### config.mk
export PLATFORM = sky130hd
export DESIGN_NAME = vga_output_stage
export DESIGN_NICKNAME = d
export VERILOG_FILES = /design/src/rtl/vga_timing_pkg.sv /design/src/rtl/vga_sync_counter.sv /design/src/rtl/vga_output_stage.sv
export SDC_FILE = /design/constraint.sdc
export NUM_CORES = 1
export LEC_CHECK = 0
export BUFFER_PORTS_ARGS = -buffer_cell sky130_fd_sc_hd__clkbuf_2
export CAP_MARGIN = 25
export CELL_PAD_IN_SITES_DETAIL_PLACEMENT = 1
export CELL_PAD_IN_SITES_GLOBAL_PLACEMENT = 1
export CORE_UTILIZATION = 37
export CTS_CLUSTER_DIAMETER = 200
export DETAILED_ROUTE_END_ITERATION = 7
export GPL_TIMING_DRIVEN = 0
export PLACE_DENSITY = 0.78
export SLEW_MARGIN = 20
export SYNTH_ARGS = -nofsm -noshare
export SYNTH_HDL_FRONTEND = slang
export SYNTH_SLANG_ARGS = --single-unit
### constraint.sdc
create_clock -name clk -period 2.23 [get_ports clk]
set_input_delay 0 -clock clk [delete_from_list [all_inputs] [get_ports clk]]
set_output_delay 0 -clock clk [all_outputs]
set_load 0.03 [all_outputs]
### src/rtl/vga_timing_pkg.sv
// Shared 640x480@60 timing constants, RGB332 pixel type and the colour
// expansion used by the VGA output stage.
package vga_timing_pkg;

    localparam int H_ACTIVE = 640;
    localparam int H_FP     = 16;
    localparam int H_SYNC   = 96;
    localparam int H_BP     = 48;
    localparam int V_ACTIVE = 480;
    localparam int V_FP     = 10;
    localparam int V_SYNC   = 2;
    localparam int V_BP     = 33;
    localparam int CLK_DIV  = 2;

    localparam int H_TOTAL = H_ACTIVE + H_FP + H_SYNC + H_BP;
    localparam int V_TOTAL = V_ACTIVE + V_FP + V_SYNC + V_BP;

    localparam int H_SYNC_START = H_ACTIVE + H_FP;
    localparam int H_SYNC_END   = H_SYNC_START + H_SYNC - 1;
    localparam int V_SYNC_START = V_ACTIVE + V_FP;
    localparam int V_SYNC_END   = V_SYNC_START + V_SYNC - 1;

    localparam int COORD_W = 11;

    typedef struct packed {
        logic [2:0] r;
        logic [2:0] g;
        logic [1:0] b;
    } rgb332_t;

    typedef struct packed {
        logic [7:0] r;
        logic [7:0] g;
        logic [7:0] b;
    } rgb888_t;

    // Bit replication maps full-scale codes to 8'hFF and zero to 8'h00.
    function automatic rgb888_t expand_rgb332(input rgb332_t pix);
        rgb888_t res;
        res.r = {pix.r, pix.r, pix.r[2:1]};
        res.g = {pix.g, pix.g, pix.g[2:1]};
        res.b = {pix.b, pix.b, pix.b, pix.b};
        return res;
    endfunction

endpackage

### src/rtl/vga_sync_counter.sv
// Pixel-clock divider plus horizontal/vertical position counters; emits the
// per-pixel strobe, the live coordinates and a start-of-frame pulse.
module vga_sync_counter #(
    parameter int H_TOTAL = vga_timing_pkg::H_TOTAL,
    parameter int V_TOTAL = vga_timing_pkg::V_TOTAL,
    parameter int CLK_DIV = vga_timing_pkg::CLK_DIV
) (
    input  logic        clk,
    input  logic        resetN,
    output logic        pix_tick_o,
    output logic [10:0] pixel_x_o,
    output logic [10:0] pixel_y_o,
    output logic        start_of_frame_o
);
    import vga_timing_pkg::*;

    localparam int DIV_W = $clog2(CLK_DIV);
    localparam logic [DIV_W-1:0]   DIV_LAST = DIV_W'(CLK_DIV - 1);
    localparam logic [COORD_W-1:0] H_LAST   = COORD_W'(H_TOTAL - 1);
    localparam logic [COORD_W-1:0] V_LAST   = COORD_W'(V_TOTAL - 1);

    logic [DIV_W-1:0]   div_q, div_d;
    logic [COORD_W-1:0] h_q, h_d;
    logic [COORD_W-1:0] v_q, v_d;
    logic               sof_q, sof_d;
    logic               pix_tick;

    assign pix_tick = (div_q == DIV_LAST);

    always_comb begin
        div_d = div_q + DIV_W'(1);
        h_d   = h_q;
        v_d   = v_q;
        sof_d = 1'b0;
        if (pix_tick) begin
            div_d = '0;
            if (h_q == H_LAST) begin
                h_d = '0;
                // Line and frame wrap share this tick; the pulse lands on
                // the first clk that shows (0,0).
                if (v_q == V_LAST) begin
                    v_d   = '0;
                    sof_d = 1'b1;
                end else begin
                    v_d = v_q + COORD_W'(1);
                end
            end else begin
                h_d = h_q + COORD_W'(1);
            end
        end
    end

    always_ff @(posedge clk or negedge resetN) begin
        if (!resetN) begin
            div_q <= '0;
            h_q   <= '0;
            v_q   <= '0;
            sof_q <= 1'b0;
        end else begin
            div_q <= div_d;
            h_q   <= h_d;
            v_q   <= v_d;
            sof_q <= sof_d;
        end
    end

    assign pix_tick_o       = pix_tick;
    assign pixel_x_o        = h_q;
    assign pixel_y_o        = v_q;
    assign start_of_frame_o = sof_q;

endmodule

### src/rtl/vga_output_stage.sv
// Final VGA stage: timing generation, RGB332 sampling and expansion, with
// colour, syncs and blanking registered together one pixel behind pixelX/Y.
module vga_output_stage #(
    parameter int H_ACTIVE = vga_timing_pkg::H_ACTIVE,
    parameter int H_FP     = vga_timing_pkg::H_FP,
    parameter int H_SYNC   = vga_timing_pkg::H_SYNC,
    parameter int H_BP     = vga_timing_pkg::H_BP,
    parameter int V_ACTIVE = vga_timing_pkg::V_ACTIVE,
    parameter int V_FP     = vga_timing_pkg::V_FP,
    parameter int V_SYNC   = vga_timing_pkg::V_SYNC,
    parameter int V_BP     = vga_timing_pkg::V_BP,
    parameter int CLK_DIV  = vga_timing_pkg::CLK_DIV
) (
    input  logic        clk,
    input  logic        resetN,
    input  logic [7:0]  RGBIn,
    output logic [10:0] pixelX,
    output logic [10:0] pixelY,
    output logic        pixTick,
    output logic        startOfFrame,
    output logic [7:0]  VGA_R,
    output logic [7:0]  VGA_G,
    output logic [7:0]  VGA_B,
    output logic        VGA_HS,
    output logic        VGA_VS,
    output logic        VGA_BLANK_N
);
    import vga_timing_pkg::*;

    localparam int H_TOT = H_ACTIVE + H_FP + H_SYNC + H_BP;
    localparam int V_TOT = V_ACTIVE + V_FP + V_SYNC + V_BP;

    localparam logic [COORD_W-1:0] H_VIS_END = COORD_W'(H_ACTIVE);
    localparam logic [COORD_W-1:0] V_VIS_END = COORD_W'(V_ACTIVE);
    localparam logic [COORD_W-1:0] HS_START  = COORD_W'(H_ACTIVE + H_FP);
    localparam logic [COORD_W-1:0] HS_END    = COORD_W'(H_ACTIVE + H_FP + H_SYNC - 1);
    localparam logic [COORD_W-1:0] VS_START  = COORD_W'(V_ACTIVE + V_FP);
    localparam logic [COORD_W-1:0] VS_END    = COORD_W'(V_ACTIVE + V_FP + V_SYNC - 1);

    logic               pix_tick;
    logic [COORD_W-1:0] h_cnt;
    logic [COORD_W-1:0] v_cnt;
    logic               sof;

    vga_sync_counter #(
        .H_TOTAL (H_TOT),
        .V_TOTAL (V_TOT),
        .CLK_DIV (CLK_DIV)
    ) u_sync_counter (
        .clk              (clk),
        .resetN           (resetN),
        .pix_tick_o       (pix_tick),
        .pixel_x_o        (h_cnt),
        .pixel_y_o        (v_cnt),
        .start_of_frame_o (sof)
    );

    logic    active_c;
    logic    hsync_n_c;
    logic    vsync_n_c;
    rgb888_t colour_c;

    always_comb begin
        active_c  = (h_cnt < H_VIS_END) && (v_cnt < V_VIS_END);
        hsync_n_c = !((h_cnt >= HS_START) && (h_cnt <= HS_END));
        vsync_n_c = !((v_cnt >= VS_START) && (v_cnt <= VS_END));
        colour_c  = expand_rgb332(rgb332_t'(RGBIn));
    end

    logic    blank_n_q, blank_n_d;
    logic    hs_q, hs_d;
    logic    vs_q, vs_d;
    rgb888_t rgb_q, rgb_d;

    // The mux output for the current coordinates has settled by the last clk
    // of the pixel period, so everything is captured on the tick.
    always_comb begin
        blank_n_d = blank_n_q;
        hs_d      = hs_q;
        vs_d      = vs_q;
        rgb_d     = rgb_q;
        if (pix_tick) begin
            blank_n_d = active_c;
            hs_d      = hsync_n_c;
            vs_d      = vsync_n_c;
            rgb_d     = active_c ? colour_c : '0;
        end
    end

    always_ff @(posedge clk or negedge resetN) begin
        if (!resetN) begin
            blank_n_q <= 1'b0;
            hs_q      <= 1'b1;
            vs_q      <= 1'b1;
            rgb_q     <= '0;
        end else begin
            blank_n_q <= blank_n_d;
            hs_q      <= hs_d;
            vs_q      <= vs_d;
            rgb_q     <= rgb_d;
        end
    end

    assign pixelX       = h_cnt;
    assign pixelY       = v_cnt;
    assign pixTick      = pix_tick;
    assign startOfFrame = sof;
    assign VGA_R        = rgb_q.r;
    assign VGA_G        = rgb_q.g;
    assign VGA_B        = rgb_q.b;
    assign VGA_HS       = hs_q;
    assign VGA_VS       = vs_q;
    assign VGA_BLANK_N  = blank_n_q;

endmodule

Yosys cells after proc, flatten, opt, wreduce, memory -nomap -nowiden
Cells that the tools add are included.
{ "word_totals": {"register_bits": 51, "inputBits": 10, "out_inout_bits": 51, "elab_cells": 34} }
{ "classes": {"add_sub_neg": 3, "magnitude_cmp": 6, "eq_ne": 2, "mux": 7, "reduce_logical": 6} }
{ "op_table": {"columns": ["cell", "n"], "rows": [
  ["$mux 24", 1],
  ["$add 11x1->11 const B", 2],
  ["$eq 11x10->1 const B", 2],
  ["$mux 11", 2],
  ["$ge 11x10->1 const B", 1],
  ["$ge 11x9->1 const B", 1],
  ["$le 11x10->1 const B", 1],
  ["$le 11x9->1 const B", 1],
  ["$lt 11x10->1 const B", 1],
  ["$lt 11x9->1 const B", 1],
  ["$mux 1", 4],
  ["$logic_and 1x1->1", 3],
  ["$logic_not 1->1", 2],
  ["$reduce_and 2->1", 1],
  ["$add 1x1->1 const B", 1]
]} }

Depth between registers and ports, before layout
Gate-level depths: netlist of the first run.
{ "depth": {"ltp_word": 4, "ltp_mapped": 6} }

Hierarchy
A second synthesis of the first run with hierarchy kept.
{ "unflattened": {"hier_cells": 190, "hier_area_um2": 1845.5} }
{ "modules_own_cells": {"columns": ["module", "instances", "cells_each", "area_per_inst_um2", "seq_area_each_um2"], "rows": [
  ["vga_sync_counter", 1, 122, 1198.6, 600.6],
  ["vga_output_stage", 1, 68, 646.9, 277.8]
]} }

Worst setup path before layout of the first run
OpenSTA, ideal clock, no wires.
{ "synth_timing": {"path_kind": "reg-to-reg", "start": "register u_sync_counter.h_q[5] (netlist: u_sync_counter.pixel_x_o[5])", "end": "register u_sync_counter.v_q[3] (netlist: u_sync_counter.pixel_y_o[3])", "setup_time_ps": 76, "t_arrival_ps": 2165, "slack_ps": -11, "path_stages_with_launch": 7, "n_path_buf": 2, "synth_period_minus_slack_ps": 2241, "path_cell_list": "dfrtp_1 buf_6 or4_4 or4_1 buf_2 or3_1 o21ai_1"} }
{ "synth_via": {"elab_chain_len": 2} }
{ "synth_rtl": {"columns": ["item", "line", "text"], "rows": [
  ["from (decl)", "vga_sync_counter.sv:23", "logic [COORD_W-1:0] h_q, h_d;"],
  ["from (signal assigned)", "vga_sync_counter.sv:56", "h_q <= '0;"],
  ["from (signal assigned)", "vga_sync_counter.sv:61", "h_q <= h_d;"],
  ["$eq 11x10->1", "vga_sync_counter.sv:37", "if (h_q == H_LAST) begin"],
  ["$reduce_and 2->1 (no line)", null, null],
  ["to (signal assigned)", "vga_sync_counter.sv:62", "v_q <= v_d;"],
  ["to (decl)", "vga_sync_counter.sv:24", "logic [COORD_W-1:0] v_q, v_d;"]
]} }
No other way between the ends.
A chain may end at the register's enable or synchronous reset.

Worst setup path after layout of the first run
{ "layout_timing": {"start": "register u_sync_counter.h_q[6] (netlist: u_sync_counter.pixel_x_o[6])", "end": "register u_sync_counter.v_q[3] (netlist: u_sync_counter.pixel_y_o[3])"} }
The elaborated chain is that of the path after synthesis.

==> results of run 1 <==
## what timing repair did
action | CTS | global route
endpoints found under the hold margin | 41 | 0
setup endpoints to repair | 1 | 4
gates resized for setup | 0 | 6
pin swaps | 0 | 1
hold buffers | 9 | 0
## flip-flops by register name (all words and copies together), names as in the netlist
name                             count
VGA_VS                               1
VGA_B                                2
VGA_R                                3
VGA_G                                3
VGA_BLANK_N                          1
u_sync_counter.start_of_frame_o      1
VGA_HS                               1
u_sync_counter.pix_tick_o            1
u_sync_counter.pixel_y_o            11
u_sync_counter.pixel_x_o            11
## report_power, final
part           total (mW)  internal (mW)  switching (mW)
Combinational       0.129         0.0522          0.0769
Sequential          0.650          0.642         0.00794
Clock               0.511          0.282           0.229
Total                1.29          0.976           0.313
## logic make-up after synthesis
group,count (synthesis),share of synthesized area [%]
AND/OR/NAND/NOR,61,20.2
buffers and inverters,29,10.1
flip-flops,35,49.8
adder cells (fa/ha/maj),3,2.13
AO/OA/AOI/OAI,29,11.4
XOR/XNOR,13,6.45
## Yosys cell counts
master,instances
dfrtp_1,33
buf_4,16
nor2_1,11
nand2_1,9
nand4_1,9
a22o_1,8
inv_1,8
o21ai_0,8
xnor2_1,8
nand3_1,7
nor3_1,6
xor2_1,5
and3_1,3
clkbuf_1,3
ha_1,3
a21o_1,2
a21oi_1,2
and3_2,2
and4_1,2
dfstp_2,2
nor4_1,2
nor4bb_1,2
o31ai_1,2
a31oi_1,1
buf_2,1
buf_6,1
nand2b_1,1
nor3_2,1
nor3b_1,1
nor4_4,1
o211ai_1,1
o21a_1,1
o21ai_1,1
o21ba_2,1
o22ai_1,1
o2bb2ai_1,1
or2_2,1
or3_1,1
or4_1,1
or4_4,1
## worst min path at each step
stage,from,end,slack [ns],depth (start not counted)
2_1_floorplan,resetN,VGA_BLANK_N,-0.30,0
3_3_place_gp,resetN,VGA_R[6],0.17,1
3_5_place_dp,resetN,VGA_R[6],0.17,1
4_1_cts,resetN,u_sync_counter.pixel_x_o[7],0.40,2
5_1_grt,resetN,u_sync_counter.pixel_x_o[7],0.45,2
6_report,resetN,VGA_R[6],0.38,2
## area by class of cell
type	count	area share, %
Multi-Input combinational cell	106	30.9
Sequential cell	35	37.7
Inverter	8	1.29
Clock buffer	8	4.28
Buffer	20	6.43
Timing Repair Buffer	69	16.7
Tap cell	52	2.79
## per-stage QoR
step | power [mW] | area [sq um] | utilization (%) | hold slack [ns]
2_1_floorplan | 0.735 | 1770 | - | -0.296
3_3_place_gp | 0.777 | 2130 | 47.7 | 0.168
3_5_place_dp | 0.779 | 2130 | 47.7 | 0.168
4_1_cts | 1.30 | 2320 | 51.8 | 0.396
5_1_grt | 1.34 | 2340 | 52.2 | 0.449
6_report | 1.29 | 2340 | 52.2 | 0.378
## metal layers
layer	routed length [um]	global-route usage, %
met5	0	0
met4	36	6.44
met3	250	5.27
met2	2100	30.1
met1	2160	26.1
## worst max-delay path: stages (launching register included)
cell and delay (ns):
dfrtp_1 0.46, or4_4 0.58, or4_4 0.43, buf_6 0.15
or3_1 0.34, o21ai_1 0.08
==> reports/results.tsv, run 1 <==
metric	value	unit
cp.arrival	2.34	ns
ant_nets	0	
finalClockSkew	0.00372	ns
r2r_setup_slack	0.10	ns
path_class	reg2reg	
cts_buffer_depth	2	
failed_checks	DRC	
top_level_ports	61	
regArea	880	sq um
slew_headroom	40.8	%
via_count	1521	
rr_endpoint	u_sync_counter.pixel_y_o[3]	
portBuffers	60	
yosysSeqAreaShare	49.8	%
rr_worst_depth	5	
outcome	complete, but fails checks	
setup_violations	0	
overflow	0	
critical_path.startpoint	u_sync_counter.pixel_x_o[6]	
rows	24	
vias_per_cell	5.10	
first_iter_violations	76	
hold_class	in2async	
area_growth	32.3	%
cts_root_buf	clkbuf_8	
drt_pass1_iterations	8	
rr_startpoint	u_sync_counter.pixel_x_o[6]	
leakagePower	1.17	nW
place_worst_setup_slack	0.0197	ns
synth.distinct_cells	40	
cp-endpoint	u_sync_counter.pixel_y_o[3]	
place_inst	282	
drc	9	
gr-usage-all-layers	19.3	%
max_cap_viol_count	0	
grt_pass1_wl	7.54	mm
cp-end-kind	flip-flop	
worstSkewPairLatency	0.28	ns
finalCritPeriodShare	95.5	%
tightest_slew	0.888	ns
final_common_cell	clkbuf_2	
fin_nets	258	
finalHoldViolCount	0	
final.min_clock_period	2.13	ns
initial_utilization	39.5	%
final_cell_mix	clkbuf_2, dfrtp_1, buf_4	
n_antenna_cell	0	
cts_setup_buffers	0	
final.setup.worst_slack	0.101	ns
synth_top_area_share	46.8	%
yosysWarnings	0	
wl_per_cell	15.3	um
rsz0062_at_grt	no	
cts_inserted_buffers	5	
required	2.44	ns
fin_cells	298	
maxClockFrequency	470	MHz
totalWireLength	4.55	mm
netlist_area	1770	sq um
yosysTopAreaCell	dfrtp_1	
p_per_area	552	nW/um^2
die_height	71.1	um
hpwl	3.20	mm
syn_nets	183	
synthTopCellsByArea	dfrtp_1, buf_4, a22o_1	
grt_max_degree	36	
path_clk_slew	0.07	ns
multi_input_area	721	sq um
core	4470	sq um
tns	0	ns
routabilityCongestion	0.823	
netlist_instances	170	
ys_ff_latch	35	
die_w	71.1	um
grt_pass1_vias	1506	
drive_above_1_share	39.8	%
fillers	518	
ir_worst_vdd	251	uV
antenna_found_initial	0	
worst_setup_path_start_kind	flip-flop	
synth.avg_cell_area	10.4	sq um
tritoncts	built	
cp_max_fo	8	
finalMaxSlewViolations	0	
fp.dieArea	5050	sq um
cts_max_level	2	
clkSinkCount	35	
No activity file was read; power rests on OpenSTA's default activity.
==> run 2: changes to the inputs <==
Settings changed: CORE_UTILIZATION 37 to 40, PLACE_DENSITY 0.78 to 0.83.
Clock period 2.23 ns to 2.45 ns, I/O delays scaled along.
==> run 2 against run 1 <==
Against the previous run: sequential power fell by 8.9%; the run now ends clean; total power down 8.7%; critical path type unchanged; wire length rose by 2.4%; highest routed layer unchanged.
==> reports/results.tsv, run 2 (same netlist as run 1, synthesis figures left out) <==
metric	value	unit	change
vias_per_cell	5.28		was 5.10
wl_per_cell	15.7	um	was 15.3 um
power.net_switching	0.289	mW	was 0.313 mW
critical_path.startpoint	u_sync_counter.pix_tick_o		was u_sync_counter.pixel_x_o[6]
setup_violations	0		unchanged
clkPwrFrac	39.7	%	was 39.6%
cts_root_buf	clkbuf_8		unchanged
area_growth	31.3	%	was 32.3%
fp.dieArea	4680	sq um	was 5050 sq um
core	4120	sq um	was 4470 sq um
totalWireLength	4.66	mm	was 4.55 mm
seq_power_share	50.3	%	was 50.4%
portBuffers	60		unchanged
fin_nets	259		was 258
slew_headroom	41.4	%	was 40.8%
worst_setup_path_start_kind	flip-flop		unchanged
grt_pass1_wl	7.25	mm	was 7.54 mm
n_antenna_cell	0		unchanged
hpwl	3.18	mm	was 3.20 mm
routabilityCongestion	0.793		was 0.823
rsz0062_at_grt	no		unchanged
tritoncts	built		unchanged
overflow	0		unchanged
cts_max_level	2		unchanged
fillers	492		was 518
cts_buffer_depth	2		unchanged
p_sw_share	24.5	%	was 24.3%
via_count	1569		was 1521
leakagePower	1.17	nW	about the same
die_height	68.4	um	was 71.1 um
maxClockFrequency	445	MHz	was 470 MHz
final_cell_mix	clkbuf_2, dfrtp_1, buf_4		unchanged
top_level_ports	61		unchanged
cts_setup_buffers	0		unchanged
cts_inserted_buffers	5		unchanged
grt_pass1_vias	1533		was 1506
clkSinkCount	35		unchanged
rows	23		was 24
worstSkewPairLatency	0.29	ns	was 0.28 ns
final.setup.worst_slack	0.205	ns	was 0.101 ns
gr-usage-all-layers	21.4	%	was 19.3%
rr_startpoint	u_sync_counter.pix_tick_o		was u_sync_counter.pixel_x_o[6]
finalCritPeriodShare	91.6	%	was 95.5%
hold_class	in2async		unchanged
tns	0	ns	unchanged
finalMaxSlewViolations	0		unchanged
die_w	68.4	um	was 71.1 um
cp.arrival	2.46	ns	was 2.34 ns
cp-end-kind	flip-flop		unchanged
antenna_found_initial	0		unchanged
p_per_area	508	nW/um^2	was 552 nW/um^2
drt_pass1_iterations	4		was 8
place_area	2130	sq um	about the same
grt_max_degree	36		unchanged
drive_above_1_share	38.1	%	was 39.8%
initial_utilization	42.9	%	was 39.5%
path_class	reg2reg		unchanged
cts_hold_buf	9		unchanged
final.min_clock_period	2.25	ns	was 2.13 ns
required	2.67	ns	was 2.44 ns
tightest_slew	0.879	ns	was 0.888 ns
path_clk_slew	0.07	ns	about the same
outcome	finished, final reports clean		was complete, but fails checks
cp_max_fo	10		was 8
place_worst_setup_slack	0.256	ns	was 0.0197 ns
fin_area	2320	sq um	was 2340 sq um
finalHoldViolCount	0		unchanged
first_iter_violations	76		unchanged
hold_ws	0.369	ns	was 0.378 ns
finalClockSkew	0.00197	ns	was 0.00372 ns
ctsResizeCount	0		unchanged
max_cap_viol_count	0		unchanged
internal_power	0.889	mW	was 0.976 mW
p_comb_share	10.1	%	was 10.0%
final_common_cell	clkbuf_2		unchanged
ir_worst_vdd	221	uV	was 251 uV
ant_nets	0		unchanged
drc	0		was 9
-- run 2: power groups by stage --
stage	combinational [mW]	sequential (mW)	clock [mW]
2_1_floorplan	0.0538	0.615	0
3_3_place_gp	0.105	0.602	0
3_5_place_dp	0.107	0.603	0
4_1_cts	0.119	0.591	0.479
5_1_grt	0.128	0.593	0.493
6_report	0.118	0.592	0.467
-- run 2: path summary, 6_finish.rpt --
path	end	slack (ns)	cells after the start
worst max-delay path	u_sync_counter.pixel_y_o[3]	0.20	6
worst min-delay path	u_sync_counter.pixel_x_o[2]	0.37	2
worst max register to register	u_sync_counter.pixel_y_o[3]	0.20	6
worst min register to register	VGA_BLANK_N	0.48	1
max in group asynchronous	VGA_G[4]	1.53	2
min in group clk	VGA_G[5]	0.48	3
-- run 2: area by class of cell --
| cell class | count | area (sq um) | share of cell area, % |
|---|---|---|---|
| multi-input combinational | 106 | 709 | 30.6 |
| buffer | 21 | 148 | 6.37 |
| sequential | 35 | 878 | 37.9 |
| clock buffer | 8 | 100 | 4.32 |
| inverter | 8 | 30.0 | 1.30 |
| timing repair buffer | 69 | 390 | 16.8 |
| tap | 50 | 62.6 | 2.70 |
-- run 2: layer usage --
metal | vias to the layer above | track usage (%) | wire length [um]
met5 | - | 0 | 0
met4 | 0 | 8.59 | 74
met3 | 8 | 4.67 | 299
met2 | 54 | 36.6 | 2240
met1 | 767 | 25.7 | 2040
li1 | 740 | - | -
-- run 2: stage by stage --
stage | power (mW) | utilization (%) | instances
detailed placement | 0.709 | 51.7 | 280
floorplan | 0.669 | - | 170
finish | 1.18 | 56.3 | 297
CTS | 1.19 | 56.3 | 297
global placement | 0.707 | 51.7 | 280
global route | 1.21 | 56.3 | 297
-- run 2: worst max-delay path: stages (launching register included) --
cell and delay (ns):
dfrtp_1 0.34, clkbuf_1 0.33, nand3_1 0.29, or4_1 0.57, buf_2 0.19, or3_1 0.36, o21ai_1 0.08
==> run 3: changes to the inputs <==
Settings changed: CORE_UTILIZATION 40 to 37, PLACE_DENSITY 0.83 to not set, PLACE_DENSITY_LB_ADDON set to 0.12.
Clock period 2.45 ns to 2.2 ns, I/O delays scaled along.
==> run 3 against run 2 <==
Against the previous run: the run now ends with DRC left; clock-buffer cell count unchanged; core utilization decreased by 4.1 points; cell count up 0.34%; critical path type unchanged; highest routed layer unchanged; via count is 0.38% lower.
==> reports/results.tsv, run 3 (same netlist as run 1, synthesis figures left out) <==
metric	value	unit	change
hpwl	3.30	mm	was 3.18 mm
grt_max_degree	36		unchanged
first_iter_violations	69		was 76
worst_setup_path_start_kind	flip-flop		unchanged
outcome	complete, but fails checks		was finished, final reports clean
path_clk_slew	0.07	ns	about the same
finalHoldViolCount	0		unchanged
fp.dieArea	5050	sq um	was 4680 sq um
drc	9		was 0
wl_per_cell	15.4	um	was 15.7 um
fin_nets	258		was 259
fin_cells	298		was 297
cts_root_buf	clkbuf_8		unchanged
hold_class	in2async		unchanged
gr-usage-all-layers	20.0	%	was 21.4%
clkSinkCount	35		unchanged
fin_util	52.2	%	was 56.3%
p_comb_share	10.1	%	about the same
tightest_slew	0.903	ns	was 0.879 ns
clkPwrFrac	39.6	%	was 39.7%
power.net_switching	0.320	mW	was 0.289 mW
setup_violations	0		unchanged
core	4470	sq um	was 4120 sq um
required	2.42	ns	was 2.67 ns
ant_nets	0		unchanged
totalWireLength	4.59	mm	was 4.66 mm
top_level_ports	61		unchanged
final.min_clock_period	2.09	ns	was 2.25 ns
cp-end-kind	flip-flop		unchanged
leakagePower	1.16	nW	was 1.17 nW
portBuffers	60		unchanged
maxClockFrequency	478	MHz	was 445 MHz
cts_buffer_depth	2		unchanged
tritoncts	built		unchanged
max_cap_viol_count	0		unchanged
n_antenna_cell	0		unchanged
antenna_found_initial	0		unchanged
die_height	71.1	um	was 68.4 um
cp_max_fo	8		was 10
hold_ws	0.384	ns	was 0.369 ns
rows	24		was 23
drt_pass1_iterations	6		was 4
final_cell_mix	clkbuf_2, dfrtp_1, buf_4		unchanged
path_class	reg2reg		unchanged
grt_pass1_wl	7.77	mm	was 7.25 mm
worstSkewPairLatency	0.29	ns	about the same
die_w	71.1	um	was 68.4 um
p_sw_share	24.4	%	was 24.5%
grt_pass1_vias	1613		was 1533
ir_worst_vdd	296	uV	was 221 uV
finalClockSkew	0.00446	ns	was 0.00197 ns
rsz0062_at_grt	no		unchanged
place_inst	282		was 280
p_per_area	560	nW/um^2	was 508 nW/um^2
finalMaxSlewViolations	0		unchanged
cp.arrival	2.31	ns	was 2.46 ns
internal_power	0.990	mW	was 0.889 mW
failed_checks	DRC		
cts_max_level	2		unchanged
slew_headroom	39.8	%	was 41.4%
overflow	0		unchanged
vias_per_cell	5.24		was 5.28
drive_above_1_share	40.2	%	was 38.1%
seq_power_share	50.3	%	about the same
final_common_cell	clkbuf_2		unchanged
initial_utilization	39.5	%	was 42.9%
cts_inserted_buffers	5		unchanged
area_growth	32.4	%	was 31.3%
via_count	1563		was 1569
finalCritPeriodShare	95.0	%	was 91.6%
routabilityCongestion	0.780		was 0.793
==> run 3: area by class of cell <==
class	instances	area, sq um
fillers	516	2140
flip-flops and latches	35	881
multi-input cells	106	721
repair buffers	69	390
plain buffers	20	150
clock buffers	8	100
well taps	52	65.1
inverters	8	30.0
==> run 3: power by group through the flow <==
stage	registers (mW)	logic [mW]	clock network, mW
2_1_floorplan	0.685	0.0599	0
4_1_cts	0.659	0.132	0.534
5_1_grt	0.660	0.140	0.561
3_5_place_dp	0.671	0.119	0
6_report	0.659	0.132	0.519
3_3_place_gp	0.670	0.118	0
==> run 3: critical path, stage by stage (launching register included) <==
cell	delay, ns
dfrtp_2	0.46
or4_4	0.57
or4_4	0.43
buf_6	0.15
or3_1	0.33
o21ai_1	0.07
==> run 3: metal layers <==
metal | routed length, um | share of wire (%) | vias to the layer above | GRT usage, %
li1 | - | - | 738 | -
met1 | 2000 | 44 | 767 | 24.2
met2 | 2260 | 49 | 52 | 34.8
met3 | 260 | 5.7 | 6 | 5.13
met4 | 68 | 1.5 | 0 | 6.67
met5 | 0 | 0 | - | 0
==> run 3: what timing repair did <==
item | 4_1_cts | 5_1_grt
gates resized for setup | 2 | 4
pin swaps | 0 | 1
setup endpoints to repair | 1 | 4
endpoints found under the hold margin | 41 | 0
hold buffers | 9 | 0
setup buffers | 0 | 0
==> run 3: path summary, 6_finish.rpt <==
path / start / endpoint / slack (ns) / cells after the start
max: u_sync_counter.pixel_x_o[6] / u_sync_counter.pixel_y_o[3] / 0.11 / 5
max in group asynchronous: resetN / u_sync_counter.pixel_x_o[6] / 1.20 / 2
min reg2reg: VGA_BLANK_N / VGA_BLANK_N / 0.49 / 1
min: resetN / u_sync_counter.pixel_y_o[9] / 0.38 / 2
min in group clk: RGBIn[7] / VGA_R[4] / 0.49 / 3
max reg2reg: u_sync_counter.pixel_x_o[6] / u_sync_counter.pixel_y_o[3] / 0.11 / 5
==> run 3: metrics by stage <==
step                      area (sq um)   TNS, ns  setup WS [ns]  power, mW
after CTS                         2330         0        0.00509       1.33
after floorplan                   1770         0        0.00295      0.745
after global routing              2340         0        0.00701       1.36
after global placement            2130         0         0.0193      0.788
final                             2340         0          0.109       1.31
after detailed placement          2130  -0.00461       -0.00461      0.790
